==> src/rtl/jtag_bitbang_bridge.sv <==
`default_nettype none
// ============================================================================
// Module  : jtag_bitbang_bridge
// Brief   : Clocked FTDI bit-bang to multi-chain JTAG bridge with TCK regeneration.
// Rev     : 1.0
// ============================================================================
module jtag_bitbang_bridge #(
    parameter int NUM_CHAINS   = 2,
    parameter int SYNC_STAGES  = 2,
    parameter int FILTER_LEN   = 2,
    parameter int TCK_MIN_HALF = 4,
    parameter int IDLE_CYCLES  = 1024,
    parameter int CNT_W        = 16,
    localparam int CW          = (NUM_CHAINS > 1) ? $clog2(NUM_CHAINS) : 1
) (
    input  logic                  clk,
    input  logic                  rst_n,
    input  logic                  i_host_tdi,
    input  logic                  i_host_tms,
    input  logic                  i_host_tck,
    output logic                  o_host_tdo,
    input  logic [CW-1:0]         i_chain_sel,
    output logic [NUM_CHAINS-1:0] o_jtag_tdi,
    output logic [NUM_CHAINS-1:0] o_jtag_tms,
    output logic [NUM_CHAINS-1:0] o_jtag_tck,
    input  logic [NUM_CHAINS-1:0] i_jtag_tdo,
    output logic                  o_active,
    output logic [CNT_W-1:0]      o_tck_count
);

    localparam int c_PH_W   = $clog2(TCK_MIN_HALF + 1);
    localparam int c_FLT_W  = $clog2(FILTER_LEN + 1);
    localparam int c_IDLE_W = $clog2(IDLE_CYCLES + 1);
    localparam int c_PEND_W = 8;
    localparam logic [c_PEND_W-1:0] c_PEND_MAX = '1;
    localparam logic [c_IDLE_W-1:0] c_IDLE_MAX = c_IDLE_W'(IDLE_CYCLES);
    localparam logic [c_PH_W-1:0]   c_PH_MIN   = c_PH_W'(TCK_MIN_HALF);
    localparam logic [c_FLT_W-1:0]  c_FLT_LAST = c_FLT_W'(FILTER_LEN - 1);

    typedef enum logic [0:0] {
        ST_LO = 1'b0,
        ST_HI = 1'b1
    } state_t;

    logic [SYNC_STAGES-1:0] r_tdi_sync;
    logic [SYNC_STAGES-1:0] r_tms_sync;
    logic [SYNC_STAGES-1:0] r_tck_sync;
    logic [NUM_CHAINS-1:0]  r_tdo_sync [SYNC_STAGES];

    logic                   r_tck_f;
    logic [c_FLT_W-1:0]     r_flt_cnt;

    state_t                 r_state;
    logic [c_PH_W-1:0]      r_ph;
    logic [c_PEND_W-1:0]    r_pend;
    logic                   r_tdi;
    logic                   r_tms;
    logic [CW-1:0]          r_sel;
    logic [c_IDLE_W-1:0]    r_idle;
    logic                   r_active;
    logic [CNT_W-1:0]       r_tck_count;
    logic                   r_host_tdo;
    logic [NUM_CHAINS-1:0]  r_jtag_tck;
    logic [NUM_CHAINS-1:0]  r_jtag_tms;
    logic [NUM_CHAINS-1:0]  r_jtag_tdi;

    logic                   w_tdi_s;
    logic                   w_tms_s;
    logic                   w_tck_s;
    logic [NUM_CHAINS-1:0]  w_tdo_s;
    logic                   w_flt_upd;
    logic                   w_ph_ok;
    logic                   w_go;
    logic                   w_load;
    logic                   w_hi_nxt;
    logic                   w_tdi_nxt;
    logic                   w_tms_nxt;
    logic                   w_sel_upd;
    logic [CW-1:0]          w_sel_nxt;
    logic [c_IDLE_W-1:0]    w_idle_nxt;

    always_ff @(posedge clk or negedge rst_n) begin
        if (!rst_n) begin
            r_tdi_sync <= '0;
            r_tms_sync <= '1;
            r_tck_sync <= '0;
            for (int s = 0; s < SYNC_STAGES; s++) begin
                r_tdo_sync[s] <= '0;
            end
        end else begin
            r_tdi_sync    <= {r_tdi_sync[SYNC_STAGES-2:0], i_host_tdi};
            r_tms_sync    <= {r_tms_sync[SYNC_STAGES-2:0], i_host_tms};
            r_tck_sync    <= {r_tck_sync[SYNC_STAGES-2:0], i_host_tck};
            r_tdo_sync[0] <= i_jtag_tdo;
            for (int s = 1; s < SYNC_STAGES; s++) begin
                r_tdo_sync[s] <= r_tdo_sync[s-1];
            end
        end
    end

    assign w_tdi_s = r_tdi_sync[SYNC_STAGES-1];
    assign w_tms_s = r_tms_sync[SYNC_STAGES-1];
    assign w_tck_s = r_tck_sync[SYNC_STAGES-1];
    assign w_tdo_s = r_tdo_sync[SYNC_STAGES-1];

    // Filtered TCK follows the synced line only after FILTER_LEN consecutive differing cycles.
    assign w_flt_upd = (w_tck_s != r_tck_f) && (r_flt_cnt == c_FLT_LAST);

    always_ff @(posedge clk or negedge rst_n) begin
        if (!rst_n) begin
            r_tck_f   <= 1'b0;
            r_flt_cnt <= '0;
        end else if (w_tck_s == r_tck_f) begin
            r_flt_cnt <= '0;
        end else if (r_flt_cnt == c_FLT_LAST) begin
            r_tck_f   <= w_tck_s;
            r_flt_cnt <= '0;
        end else begin
            r_flt_cnt <= r_flt_cnt + 1'b1;
        end
    end

    // r_pend counts filtered edges not yet issued; issued and requested edges alternate from
    // the same reset level, so a non-zero count always requests the opposite of r_state.
    assign w_ph_ok   = (r_ph >= c_PH_MIN);
    assign w_go      = (r_pend != '0) && w_ph_ok;
    assign w_load    = (r_state == ST_LO) && !w_go;
    assign w_hi_nxt  = w_go ? (r_state == ST_LO) : (r_state == ST_HI);
    assign w_tdi_nxt = w_load ? w_tdi_s : r_tdi;
    assign w_tms_nxt = w_load ? w_tms_s : r_tms;

    assign w_sel_upd = (r_state == ST_LO) && !w_go && !r_active &&
                       ({1'b0, i_chain_sel} < (CW+1)'(NUM_CHAINS));
    assign w_sel_nxt = w_sel_upd ? i_chain_sel : r_sel;

    assign w_idle_nxt = w_go                      ? '0     :
                        (r_idle == c_IDLE_MAX)    ? r_idle :
                                                    r_idle + 1'b1;

    always_ff @(posedge clk or negedge rst_n) begin
        if (!rst_n) begin
            r_state     <= ST_LO;
            r_ph        <= '0;
            r_pend      <= '0;
            r_tdi       <= 1'b0;
            r_tms       <= 1'b1;
            r_sel       <= '0;
            r_idle      <= c_IDLE_MAX;
            r_active    <= 1'b0;
            r_tck_count <= '0;
            r_host_tdo  <= 1'b1;
            r_jtag_tck  <= '0;
            r_jtag_tms  <= '1;
            r_jtag_tdi  <= '0;
        end else begin
            if (w_go) begin
                r_state <= (r_state == ST_LO) ? ST_HI : ST_LO;
                r_ph    <= '0;
            end else if (!w_ph_ok) begin
                r_ph <= r_ph + 1'b1;
            end

            if (w_go && (r_state == ST_LO)) begin
                r_host_tdo  <= w_tdo_s[r_sel];
                r_tck_count <= r_tck_count + 1'b1;
            end

            // At saturation a further request drops a pair of edges to keep the parity.
            case ({w_flt_upd, w_go})
                2'b10:   r_pend <= (r_pend == c_PEND_MAX) ? c_PEND_MAX - 1'b1 : r_pend + 1'b1;
                2'b01:   r_pend <= r_pend - 1'b1;
                default: r_pend <= r_pend;
            endcase

            r_tdi    <= w_tdi_nxt;
            r_tms    <= w_tms_nxt;
            r_sel    <= w_sel_nxt;
            r_idle   <= w_idle_nxt;
            r_active <= (w_idle_nxt < c_IDLE_MAX);

            for (int i = 0; i < NUM_CHAINS; i++) begin
                if (CW'(i) == w_sel_nxt) begin
                    r_jtag_tck[i] <= w_hi_nxt;
                    r_jtag_tms[i] <= w_tms_nxt;
                    r_jtag_tdi[i] <= w_tdi_nxt;
                end else begin
                    r_jtag_tck[i] <= 1'b0;
                    r_jtag_tms[i] <= 1'b1;
                    r_jtag_tdi[i] <= 1'b0;
                end
            end
        end
    end

    assign o_host_tdo  = r_host_tdo;
    assign o_jtag_tck  = r_jtag_tck;
    assign o_jtag_tms  = r_jtag_tms;
    assign o_jtag_tdi  = r_jtag_tdi;
    assign o_active    = r_active;
    assign o_tck_count = r_tck_count;

endmodule
`default_nettype wire

==> config.mk <==
export PLATFORM = sky130hd
export DESIGN_NAME = jtag_bitbang_bridge
export DESIGN_NICKNAME = d
export VERILOG_FILES = /design/src/rtl/jtag_bitbang_bridge.sv
export SDC_FILE = /design/constraint.sdc
export NUM_CORES = 1
export LEC_CHECK = 0
export ABC_AREA = 1
export CELL_PAD_IN_SITES_DETAIL_PLACEMENT = 1
export CELL_PAD_IN_SITES_GLOBAL_PLACEMENT = 1
export CORE_ASPECT_RATIO = 1.4
export CORE_MARGIN = 4
export CORE_UTILIZATION = 45
export DETAILED_ROUTE_END_ITERATION = 16
export HOLD_SLACK_MARGIN = 0.05
export PLACE_DENSITY_LB_ADDON = 0.1
export SLEW_MARGIN = 15
export SYNTH_ARGS = -nofsm -noshare
export SYNTH_HDL_FRONTEND = slang
export SYNTH_SLANG_ARGS = --single-unit
export TNS_END_PERCENT = 100
==> constraint.sdc <==
create_clock -name clk -period 3.8 [get_ports clk]
set_input_delay 0.38 -clock clk [delete_from_list [all_inputs] [get_ports clk]]
set_output_delay 0.38 -clock clk [all_outputs]
set_load 0.01 [all_outputs]
# Word-level counts from Yosys, hierarchy flattened
# Index checks and enable logic that the tools add are counted.
totals:
  mem_bits_ro: 0
  register_bits: 63
  mem_bits_rw: 0
  input_bits: 8
  output_inout_bits: 24
  memories: 0
  latchBits: 0
classes:
  n_eq_ne: 8
  n_addsub: 6
  n_bitwise: 2
  multipliers: 0
  n_reduce_logical: 10
  shifts: 0
  div_mod_pow: 0
  mux: 21
  magnitude_cmp: 3
op_table:
  columns: ["cell", "count"]
  rows:
  - ["two-way mux 11 bit", 2]
  - ["adder 16 x 1 -> 16 bit (second input constant)", 1]
  - ["one-hot mux 8 bit (2 select lines)", 1]
  - ["two-way mux 1 bit", 13]
  - ["adder 11 x 1 -> 11 bit (second input constant)", 1]
  - ["== test 11 bit (second input constant)", 1]
  - ["less-than comparator 11 bit (second input constant)", 1]
  - ["adder 8 x 1 -> 8 bit (second input constant)", 1]
  - ["== test 8 bit (second input constant)", 1]
  - ["two-way mux 8 bit", 1]
  - ["nonzero test 8 bit", 1]
  - ["subtractor 8 x 1 -> 8 bit (second input constant)", 1]
  - ["two-way mux 3 bit", 2]
  - ["logical AND 1 bit", 5]
  - ["== test 2 x 1 -> 1 bit (second input constant)", 2]
  - ["two-way mux 2 bit", 2]
  - ["adder 3 x 1 -> 3 bit (second input constant)", 1]
  - ["greater-or-equal comparator 3 bit (second input constant)", 1]
  - ["adder 2 x 1 -> 2 bit (second input constant)", 1]
  - ["== test 2 bit (second input constant)", 1]
  - ["logical NOT 1 bit", 2]
  - ["less-than comparator 1 x 2 -> 1 bit (second input constant)", 1]
  - ["!= test 2 x 1 -> 1 bit (second input constant)", 1]
  - ["NOT 1 bit", 2]
  - ["other kinds (4)", 4]

# Depth between registers and ports, before layout
# Gate-level depths: netlist of run 1.
logic_depth:
  ltp_word: 7
  depth_mapped: 15
  depth_no_buf: 14

# Worst setup path after synthesis of run 1
# No wires, ideal clock.
synth_timing:
  path_kind: "register -> register"
  start: "register r_pend[0]"
  end: "register r_pend[5]"
  t_arrival_ns: 2.122
  stages_incl_launch_ff: 11
  path_buffers: 1
  required_time_ns: 3.731
  setup_ns: 0.069
  slack_ns: 1.609
  path_cell_list: "dfrtp_1 -> inv_1 -> ha_1 -> nand4_2 -> o21ai_4 -> inv_2 -> ha_1 -> inv_1 -> clkbuf_1 -> nand4_1 -> nand3_1"
synth_via:
  elab_chain_cells: 4
synth_lines:
  columns: ["item", "line_no", "source"]
  rows:
  - ["from (decl)", "55", "logic [c_PEND_W-1:0] r_pend;"]
  - ["from (signal assigned)", "170", "2'b10: r_pend <= (r_pend == c_PEND_MAX) ? c_PEND_MAX - 1'b1 : r_pend + 1'b1;"]
  - ["from (signal assigned)", "171", "2'b01: r_pend <= r_pend - 1'b1;"]
  - ["from (signal assigned)", "172", "default: r_pend <= r_pend;"]
  - ["branches (longest 4 deep; another with adder 8 x 1 -> 8 bit)", null, null]
# Several ways; the timed one is not identified.
# A chain may end at the register's enable or synchronous reset.

# Worst setup path in the final report of run 1
layout_timing:
  start: "register r_pend[0]"
  end: "register r_tck_count[14] (netlist: o_tck_count[14])"
layout_via:
  elab_chain_cells: 3
layout_lines:
  columns: ["item", "line_no", "source"]
  rows:
  - ["nonzero test 8 bit", "126", "assign w_go = (r_pend != '0) && w_ph_ok;"]
  - ["logical AND 1 bit", "126", null]
  - ["logical AND 1 bit", "163", "if (w_go && (r_state == ST_LO)) begin"]
  - ["to (signal assigned)", "165", "r_tck_count <= r_tck_count + 1'b1;"]
  - ["to (decl)", "61", "logic [CNT_W-1:0] r_tck_count;"]
# No other way between the ends.

==> summary.md, run 1 <==
| Metric | Value |
|---|---|
| Status | `completed` |
| CTS Hold Bufs | `0` |
| CTS resizes | `0` |
| Sinks on the clock net | `63` |
| Syn_area_per_cell | `8.77 µm²` |
| Largest net degree at the start of global routing | `36` |
| Critical path peak fanout | `8` |
| # fillers | `750` |
| Synth cell types | `27` |
| Top Ports | `32` |
| Starting density of the core | `46.9%` |
| Met2 Track Usage GR | `33.4%` |
| Final worst slack | `1230 ps` |
| Vias per std cell | `5.09` |
| Rows | `34` |
| Fmax | `390 MHz` |
| Clk root buf | `clkbuf_8` |
| Max Cap Viol | `0` |
| Die H | `104 µm` |
| Core footprint | `6340 µm²` |
| Antenna violations before repair | `0` |
| Async set-reset flop share out of synthesis | `100%` |
| CTS tree | `built` |
| Reg area | `1590 µm²` |
| Post-route cell area | `3580 µm²` |
| Synth Warn # | `0` |
| Area post-placement | `3350 µm²` |
| Routed len/inst | `14.4 µm` |
| Pwr Density | `714 nW/µm²` |
| Antenna viol nets, final | `0` |
| DP HPWL | `4880 µm` |
| Final Skew | `11.1 ps` |
| Primary FF master, synth | `dfrtp_1` |
| Met3 Track Usage GR | `4.33%` |
| Clk_lat worst skew | `340 ps` |
| ANT cells | `0` |
| Die W | `76.7 µm` |
| Post-CTS Setup Repair Bufs | `0` |
| Syn Nets | `357` |
| Number of H-tree levels | `3` |
| Static leakage | `1.78 nW` |
| Post-synthesis cell area | `2970 µm²` |
| Port bufs | `31` |
| Gr busiest metal | `met2` |
| VDD IR-drop max | `496 µV` |
| WS Path Type | `flip-flop to flip-flop` |
| Max Slew Vio Count | `0` |
| GRT overflow | `0` |
| Die area | `7990 µm²` |
| Final period util | `67.6%` |
| Worst Path Arrival | `2790 ps` |
| Reg-to-reg setup timing slack | `1230 ps` |
| Reg clk slew, reported paths | `80 ps` |
| Critical Path Sink Type | `flip-flop` |
| Gp weighted congestion | `0.808` |
| Final Hold Fails | `0` |
| Clock Path Buffers | `2` |
| CTS Buf Count | `9` |
| Drt initial violations | `101` |
| Overall Global Routing Usage | `18.4%` |
| DRT Pass-1 Iters | `6` |
| Post-Place Setup Slack | `1280 ps` |
| Number of synthesized flops with an enable pin | `0` |
| Most frequent cells in the layout | `nand2_1 (80), dfrtp_1 (56), inv_1 (43)` |
| Hold slack | `60.1 ps` |
| Met1 Usage GRT | `20.5%` |
| WL final | `6570 µm` |
| Multi-input combinational cell area | `1200 µm²` |
| Share of cells above drive strength 1 | `9.92%` |
| Post-layout min period | `2570 ps` |
| WP data required | `4020 ps` |
| RSZ-0062 raised after global routing | `no` |
| Most common cell after layout, fill and taps aside | `nand2_1` |
| First-pass GRT wire length | `11800 µm` |
| Startpoint Class | `flip-flop` |
| Residual DRC | `0` |
| Worst-Margin Slew | `639 ps` |
| Seq/Total Area, Yosys | `53.3%` |
| Final setup violation count | `0` |
| Hold WC Path Type | `primary input to async pin` |
| Total number of vias | `2317` |
| Synthesized instance count | `339` |
| Flops & latches, synth | `63` |
| Syn-to-layout area delta | `20.4%` |
| Number of global-route vias before repair | `2511` |
| Max transition margin | `57.4%` |
| TNS Setup | `0 ps` |
| Final net count | `396` |
-- critical path, stage by stage (launching register included) --
cell and delay [ps]:
dfrtp_1 400, inv_1 110, ha_1 270, nand4_2 160
o21ai_4 100, inv_2 150, ha_1 380, nand3_1 190
nor2_1 210, nand2_1 130, nor2_2 140, nand2_1 80
xnor2_1 120
-- logic make-up after synthesis --
logic type,Yosys count,synth area share [%]
and+or+nand+nor,171,24.7
DFF,63,53.3
buffers and inverters,48,6.35
AOI/OAI and AO/OA,25,4.84
xor gates and xnor gates,20,5.89
adders and majority gates,10,4.21
muxes,2,0.757
-- final cells by class --
type,instances,share of cell area (%)
Timing Repair Buffer,32,8.74
Clock buffer,9,3.46
Inverter,44,4.61
Multi-Input combinational cell,228,33.5
Clock inverter,7,2.90
Sequential cell,63,44.3
Tap cell,72,2.52
-- Yosys cell counts, drive strengths merged, types with 3 or more instances --
cell type  count  area, µm²
nand3         29        145
nor2          46        188
nor3           6       30.0
xnor2          4       35.0
buf            3       20.0
dfrtp         56       1400
inv           44        165
a21oi          6       30.0
o21ai         15       86.3
dfstp          7        184
ha            10        125
nand2         80        300
xor2          16        140
nand4          7       50.1
-- where the power goes --
part           leakage, nW  switching (mW)  internal, mW
logic                0.878           0.516         0.361
clock network        0.114           0.281         0.377
registers            0.785           0.170         0.853
total                 1.78           0.967          1.59
-- routing by layer --
| metal | vias up | part of all wire, % |
|---|---|---|
| met5 | - | 0 |
| met4 | 0 | 1.7 |
| met3 | 9 | 2.4 |
| met2 | 29 | 54 |
| met1 | 1141 | 42 |
| li1 | 1138 | - |
-- registers in the layout (all words and copies together), names as in the netlist --
signal,flops
o_active,1
o_host_tdo,1
o_jtag_tck,2
o_jtag_tdi,2
o_jtag_tms,2
o_tck_count,16
r_flt_cnt,2
r_idle,11
r_pend,8
r_ph,3
r_sel,1
r_state,1
r_tck_f,1
r_tck_sync,2
r_tdi,1
r_tdi_sync,2
r_tdo_sync,2
r_tms,1
r_tms_sync,2
w_tdo_s,2
-- through the flow --
| step | std cells | utilization, % | power [mW] |
|---|---|---|---|
| 6_report | 455 | 56.5 | 2.56 |
| 5_1_grt | 455 | 56.5 | 2.78 |
| 4_1_cts | 455 | 56.5 | 2.61 |
| 3_5_place_dp | 439 | 52.9 | 1.92 |
| 3_3_place_gp | 439 | 52.9 | 1.89 |
| 2_1_floorplan | 339 | - | 1.61 |
-- final timing paths --
kind | to | cells after the start | from
worst max register to register | o_tck_count[14] | 12 | r_pend[0]
worst max-delay path | o_tck_count[14] | 12 | r_pend[0]
max in group asynchronous | r_idle[10] | 2 | rst_n
worst min register to register | r_tdi_sync[1] | 0 | r_tdi_sync[0]
worst min-delay path | o_tck_count[9] | 1 | rst_n
min in group clk | r_tdi_sync[1] | 0 | r_tdi_sync[0]
(Power assumes the default switching activity.)
==> inputs of run 2 (changes only) <==
--- a/config.mk
+++ b/config.mk
@@ -10,7 +10,7 @@
 export CELL_PAD_IN_SITES_GLOBAL_PLACEMENT = 1
 export CORE_ASPECT_RATIO = 1.4
 export CORE_MARGIN = 4
-export CORE_UTILIZATION = 45
+export CORE_UTILIZATION = 43
 export DETAILED_ROUTE_END_ITERATION = 16
 export HOLD_SLACK_MARGIN = 0.05
 export PLACE_DENSITY_LB_ADDON = 0.1
==> constraint.sdc (replaced) <==
create_clock -name clk -period 2.61 [get_ports clk]
set_input_delay 0.261 -clock clk [delete_from_list [all_inputs] [get_ports clk]]
set_output_delay 0.261 -clock clk [all_outputs]
set_load 0.01 [all_outputs]
==> summary.md, run 2 (synthesized netlist as in run 1, its figures left out) <==
| Metric | Value |
|---|---|
| ANT cells | `0` |
| WP data required | `2830 ps` |
| Vias per std cell | `4.97` |
| Critical Path Sink Type | `flip-flop` |
| Crit path cell chain | `inv_1 -> ha_1 -> nand4_2 -> o21ai_4 -> inv_2 -> ha_1 -> inv_1 -> nand3_1 -> nand2_1 -> nand3_1` |
| Critical path peak fanout | `14` |
| TNS Setup | `0 ps` |
| Drt initial violations | `137` |
| Non-Filler Instances | `480` |
| Final Hold Fails | `0` |
| Die W | `78.3 µm` |
| Overall Global Routing Usage | `19.0%` |
| Residual DRC | `0` |
| CP max stage cell | `dfrtp_1` |
| Clk_lat worst skew | `330 ps` |
| Hold WC Path Type | `flip-flop to flip-flop` |
| R2R Path Start | `r_pend[0]` |
| WL final | `7050 µm` |
| Placed Cells | `463` |
| Hold_sp | `r_tdi_sync[0]` |
| First-pass GRT wire length | `12200 µm` |
| Rows | `35` |
| DP HPWL | `5300 µm` |
| Number of global-route vias before repair | `2579` |
| Total number of vias | `2385` |
| CTS tree | `built` |
| WS Path Type | `flip-flop to flip-flop` |
| Hold depth | `0` |
| Pwr Density | `1010 nW/µm²` |
| Static leakage | `1.77 nW` |
| Most common cell after layout, fill and taps aside | `nand2_1` |
| Post-Place Setup Slack | `161 ps` |
| Share of cells above drive strength 1 | `11.3%` |
| Antenna viol nets, final | `0` |
| VDD IR-drop max | `577 µV` |
| Clock Path Buffers | `2` |
| Max stage delay on crit path | `410 ps` |
| Top Ports | `32` |
| Worst flop-to-flop path endpoint | `r_pend[3]` |
| Max Slew Vio Count | `0` |
| DRT Pass-1 Iters | `4` |
| Starting density of the core | `44.7%` |
| Max transition margin | `67.9%` |
| Post-layout min period | `2380 ps` |
| # fillers | `797` |
| Fmax | `420 MHz` |
| Max Cap Viol | `0` |
| Final setup violation count | `0` |
| Worst-Margin Slew | `477 ps` |
| Port bufs | `31` |
| Gp weighted congestion | `0.849` |
| Die H | `106 µm` |
| GRT overflow | `0` |
| Worst Path Arrival | `2600 ps` |
| Reg-to-reg setup timing slack | `230 ps` |
| Clk root buf | `clkbuf_8` |
| Buffers & Inverters on Critical Path | `3` |
| Antenna violations before repair | `0` |
| Max reg flops | `16` |
| Final period util | `91.2%` |
| Status | `completed` |
| FF-to-FF path depth | `10` |
| Largest net degree at the start of global routing | `24` |
| Worst Hold Path EP | `r_tdi_sync[1]` |
| Sinks on the clock net | `63` |
| Most frequent cells in the layout | `nand2_1 (80), dfrtp_1 (56), inv_1 (43)` |
| CTS Buf Count | `9` |
| Final worst slack | `231 ps` |
| Final net count | `401` |
| Final Skew | `10.7 ps` |
| Routed len/inst | `14.7 µm` |
| Reg clk slew, reported paths | `80 ps` |
| Startpoint Class | `flip-flop` |
| Syn-to-layout area delta | `21.6%` |
| Core footprint | `6660 µm²` |
| RSZ-0062 raised after global routing | `no` |
| Critical path's top delay family | `adder cells` |
| Die area | `8330 µm²` |
| Number of H-tree levels | `3` |
==> run 2: metrics by stage <==
stage | instance area (µm²) | util [%] | total power, mW | hold slack (ps)
3_5_place_dp | 3410 | 51.2 | 2.87 | 235
5_1_grt | 3620 | 54.3 | 3.94 | 351
3_3_place_gp | 3410 | 51.2 | 2.79 | 234
4_1_cts | 3600 | 54.1 | 3.67 | 341
6_report | 3620 | 54.3 | 3.65 | 353
2_1_floorplan | 2970 | - | 2.34 | -34.6
==> run 2: layer usage <==
metal  wire (µm)  GRT usage [%]
met1        2690           19.6
met2        4050           37.0
met4         125           7.00
met5           0              0
met3         184           3.47
==> run 2: how the worst max path moves through the flow <==
stage / from / endpoint / slack, ps / cells past startpoint
6_report: r_pend[0] / r_pend[3] / 230 / 10
5_1_grt: r_pend[0] / r_pend[3] / 10 / 10
4_1_cts: r_pend[0] / o_tck_count[14] / 130 / 12
3_5_place_dp: r_pend[1] / o_tck_count[14] / 160 / 12
3_3_place_gp: r_pend[1] / o_tck_count[14] / 250 / 12
2_1_floorplan: r_pend[0] / r_pend[5] / 420 / 10
==> run 2: worst reg2reg max path, stage by stage, from the launching register on <==
cell and delay (ps):
dfrtp_1 410, inv_1 130, ha_1 270, nand4_2 180, o21ai_4 170, inv_2 110, ha_1 350, inv_1 350
nand3_1 150, nand2_1 90, nand3_1 60
==> run 2: power by group <==
group	switching, mW	internal [mW]
combinational	0.828	0.575
sequential	0.235	1.24
clock	0.392	0.373
==> run 2: layout make-up <==
cell class                 count  area, µm²  area share [%]
tap                           92        115            3.18
sequential                    63       1590            43.8
clock inverter                 6       45.0            1.25
clock buffer                  10        138            3.80
timing repair buffer          37        353            9.75
inverter                      44        165            4.57
multi-input combinational    228       1220            33.6
==> run 2: timing repair <==
action / 4_1_cts / 5_1_grt
setup endpoints to repair: 0 / 5
hold endpoints to repair: 17 / 0
buffers inserted: 0 / 0
hold buffers: 1 / 0
resized for setup: 0 / 3
==> inputs of run 3 (changes only) <==
--- a/config.mk
+++ b/config.mk
@@ -6,11 +6,11 @@
 export NUM_CORES = 1
 export LEC_CHECK = 0
 export ABC_AREA = 1
-export CELL_PAD_IN_SITES_DETAIL_PLACEMENT = 1
+export CELL_PAD_IN_SITES_DETAIL_PLACEMENT = 0
 export CELL_PAD_IN_SITES_GLOBAL_PLACEMENT = 1
 export CORE_ASPECT_RATIO = 1.4
 export CORE_MARGIN = 4
-export CORE_UTILIZATION = 43
+export CORE_UTILIZATION = 38
 export DETAILED_ROUTE_END_ITERATION = 16
 export HOLD_SLACK_MARGIN = 0.05
 export PLACE_DENSITY_LB_ADDON = 0.1
==> constraint.sdc (replaced) <==
create_clock -name clk -period 2 [get_ports clk]
set_input_delay 0.2 -clock clk [delete_from_list [all_inputs] [get_ports clk]]
set_output_delay 0.2 -clock clk [all_outputs]
set_load 0.01 [all_outputs]
==> summary.md, run 3 (synthesized netlist as in run 1, its figures left out) <==
| Metric | Value |
|---|---|
| Final Skew | `7.26 ps` |
| VDD IR-drop max | `863 µV` |
| Number of global-route vias before repair | `2285` |
| GRT overflow | `0` |
| Psw | `1.90 mW` |
| Routed len/inst | `12.2 µm` |
| Most frequent cells in the layout | `nand2_1 (79), dfrtp_1 (56), inv_1 (40)` |
| Placed Cells | `482` |
| Drt initial violations | `81` |
| Hold WC Path Type | `primary input to flip-flop` |
| Critical path's top delay family | `simple AND/OR/NAND/NOR gates` |
| ANT cells | `0` |
| Final net count | `417` |
| Die H | `113 µm` |
| Fmax | `544 MHz` |
| Pwr Density | `1370 nW/µm²` |
| Crit path cell chain | `nor2_2 -> nand4_4 -> o21ai_4 -> inv_2 -> ha_1 -> inv_1 -> buf_12 -> nand4_1 -> nand3_1` |
| RSZ-0062 raised after global routing | `yes` |
| Status | `completed` |
| Clk root buf | `clkbuf_8` |
| Share of cells above drive strength 1 | `16.6%` |
| Syn-to-layout area delta | `29.4%` |
| WS Path Type | `flip-flop to flip-flop` |
| Final setup violation count | `0` |
| DRT Pass-1 Iters | `6` |
| Int Power | `3.37 mW` |
| Final Hold Fails | `0` |
| WP data required | `2280 ps` |
| Critical path peak fanout | `14` |
| Clk pwr share | `23.3%` |
| Max Cap Viol | `0` |
| Critical Path Sink Type | `flip-flop` |
| Total number of vias | `2338` |
| Part of the power in registers | `35.5%` |
| Starting density of the core | `39.7%` |
| Residual DRC | `0` |
| Antenna viol nets, final | `0` |
| Number of H-tree levels | `3` |
| Clock Path Buffers | `2` |
| Worst Path Arrival | `2110 ps` |
| DP HPWL | `4500 µm` |
| Max transition margin | `63.2%` |
| Largest net degree at the start of global routing | `40` |
| Static leakage | `1.88 nW` |
| Post-layout min period | `1840 ps` |
| Vias per std cell | `4.67` |
| Max reg flops | `16` |
| CTS Buf Count | `9` |
| Startpoint Class | `flip-flop` |
| Worst-Margin Slew | `552 ps` |
| Gp weighted congestion | `0.798` |
| Rows | `37` |
| Final period util | `91.9%` |
| Port bufs | `31` |
| Reg clk slew, reported paths | `70 ps` |
| WL final | `6110 µm` |
| Non-Filler Instances | `501` |
| Buffers & Inverters on Critical Path | `3` |
| Sw Share | `36.0%` |
| Die area | `9330 µm²` |
| Max stage delay on crit path | `390 ps` |
| Die W | `82.8 µm` |
| First-pass GRT wire length | `10500 µm` |
| Max Slew Vio Count | `0` |
| Most common cell after layout, fill and taps aside | `nand2_1` |
| Final Power | `5.27 mW` |
| Top Ports | `32` |
| Sinks on the clock net | `63` |
| CP max stage cell | `dfrtp_1` |
| Overall Global Routing Usage | `15.0%` |
| Clk_lat worst skew | `340 ps` |
| Core footprint | `7500 µm²` |
| Logic pwr share | `41.3%` |
| Antenna violations before repair | `0` |
| CTS tree | `built` |
## run 3: cell types whose count changed in the layout (fill, tap and decap cells not counted), sizes merged
cell,before,now
clkbuf,10,11
buf,6,22
inv,45,44
clkinvlp,3,1
bufinv,0,2
## run 3: final timing paths
kind                                   to  cells past startpoint  slack [ps]     startpoint
max                             r_pend[3]                      9         160      r_pend[3]
min                         r_tms_sync[0]                      1         280     i_host_tms
max reg2reg                     r_pend[3]                      9         160      r_pend[3]
min reg2reg                 r_tck_sync[1]                      0         350  r_tck_sync[0]
max in group asynchronous      r_idle[10]                      3         970          rst_n
min in group asynchronous  o_tck_count[7]                      2         370          rst_n
## run 3: what timing repair did
item,in CTS,in global routing
endpoints found under the hold margin,18,0
setup buffers,0,2
hold buffers,1,0
resized for setup,0,11
endpoints found under the setup margin,0,13
## run 3: layout make-up
cell class              count  area (µm²)
clock buffers              11         141
well taps                  97         121
clock inverters             5        81.3
multi-input cells         228        1260
inverters                  44         165
repair buffers             53         498
flip-flops and latches     63        1590
fillers                   734        3650
## run 3: routing by layer
layer / up-vias / wire length [µm] / GRT usage [%]
met2: 54 / 3160 / 24.4
met3: 6 / 277 / 4.25
met4: 0 / 107 / 7.09
met5: - / 0 / 0
met1: 1094 / 2570 / 17.9
li1: 1184 / - / -
## run 3: per-stage QoR
step | TNS (ps) | area [µm²] | util (%) | worst slack (ps) | hold slack, ps
floorplan | -2.07 | 3010 | - | -2.07 | -95.6
global placement | 0 | 3570 | 47.6 | 120 | 217
detailed placement | 0 | 3570 | 47.6 | 97.9 | 224
CTS | 0 | 3800 | 50.7 | 90.0 | 257
global route | -6.70 | 3850 | 51.3 | -6.70 | 269
finish | 0 | 3850 | 51.3 | 162 | 279
## run 3: power by group through the flow
stage	sequential [mW]	clock (mW)	combinational [mW]
after floorplan	1.92	0	1.20
after global placement	1.88	0	2.10
after detailed placement	1.88	0	2.12
after CTS	1.86	1.27	2.13
after global routing	1.91	1.33	2.48
final	1.87	1.23	2.17
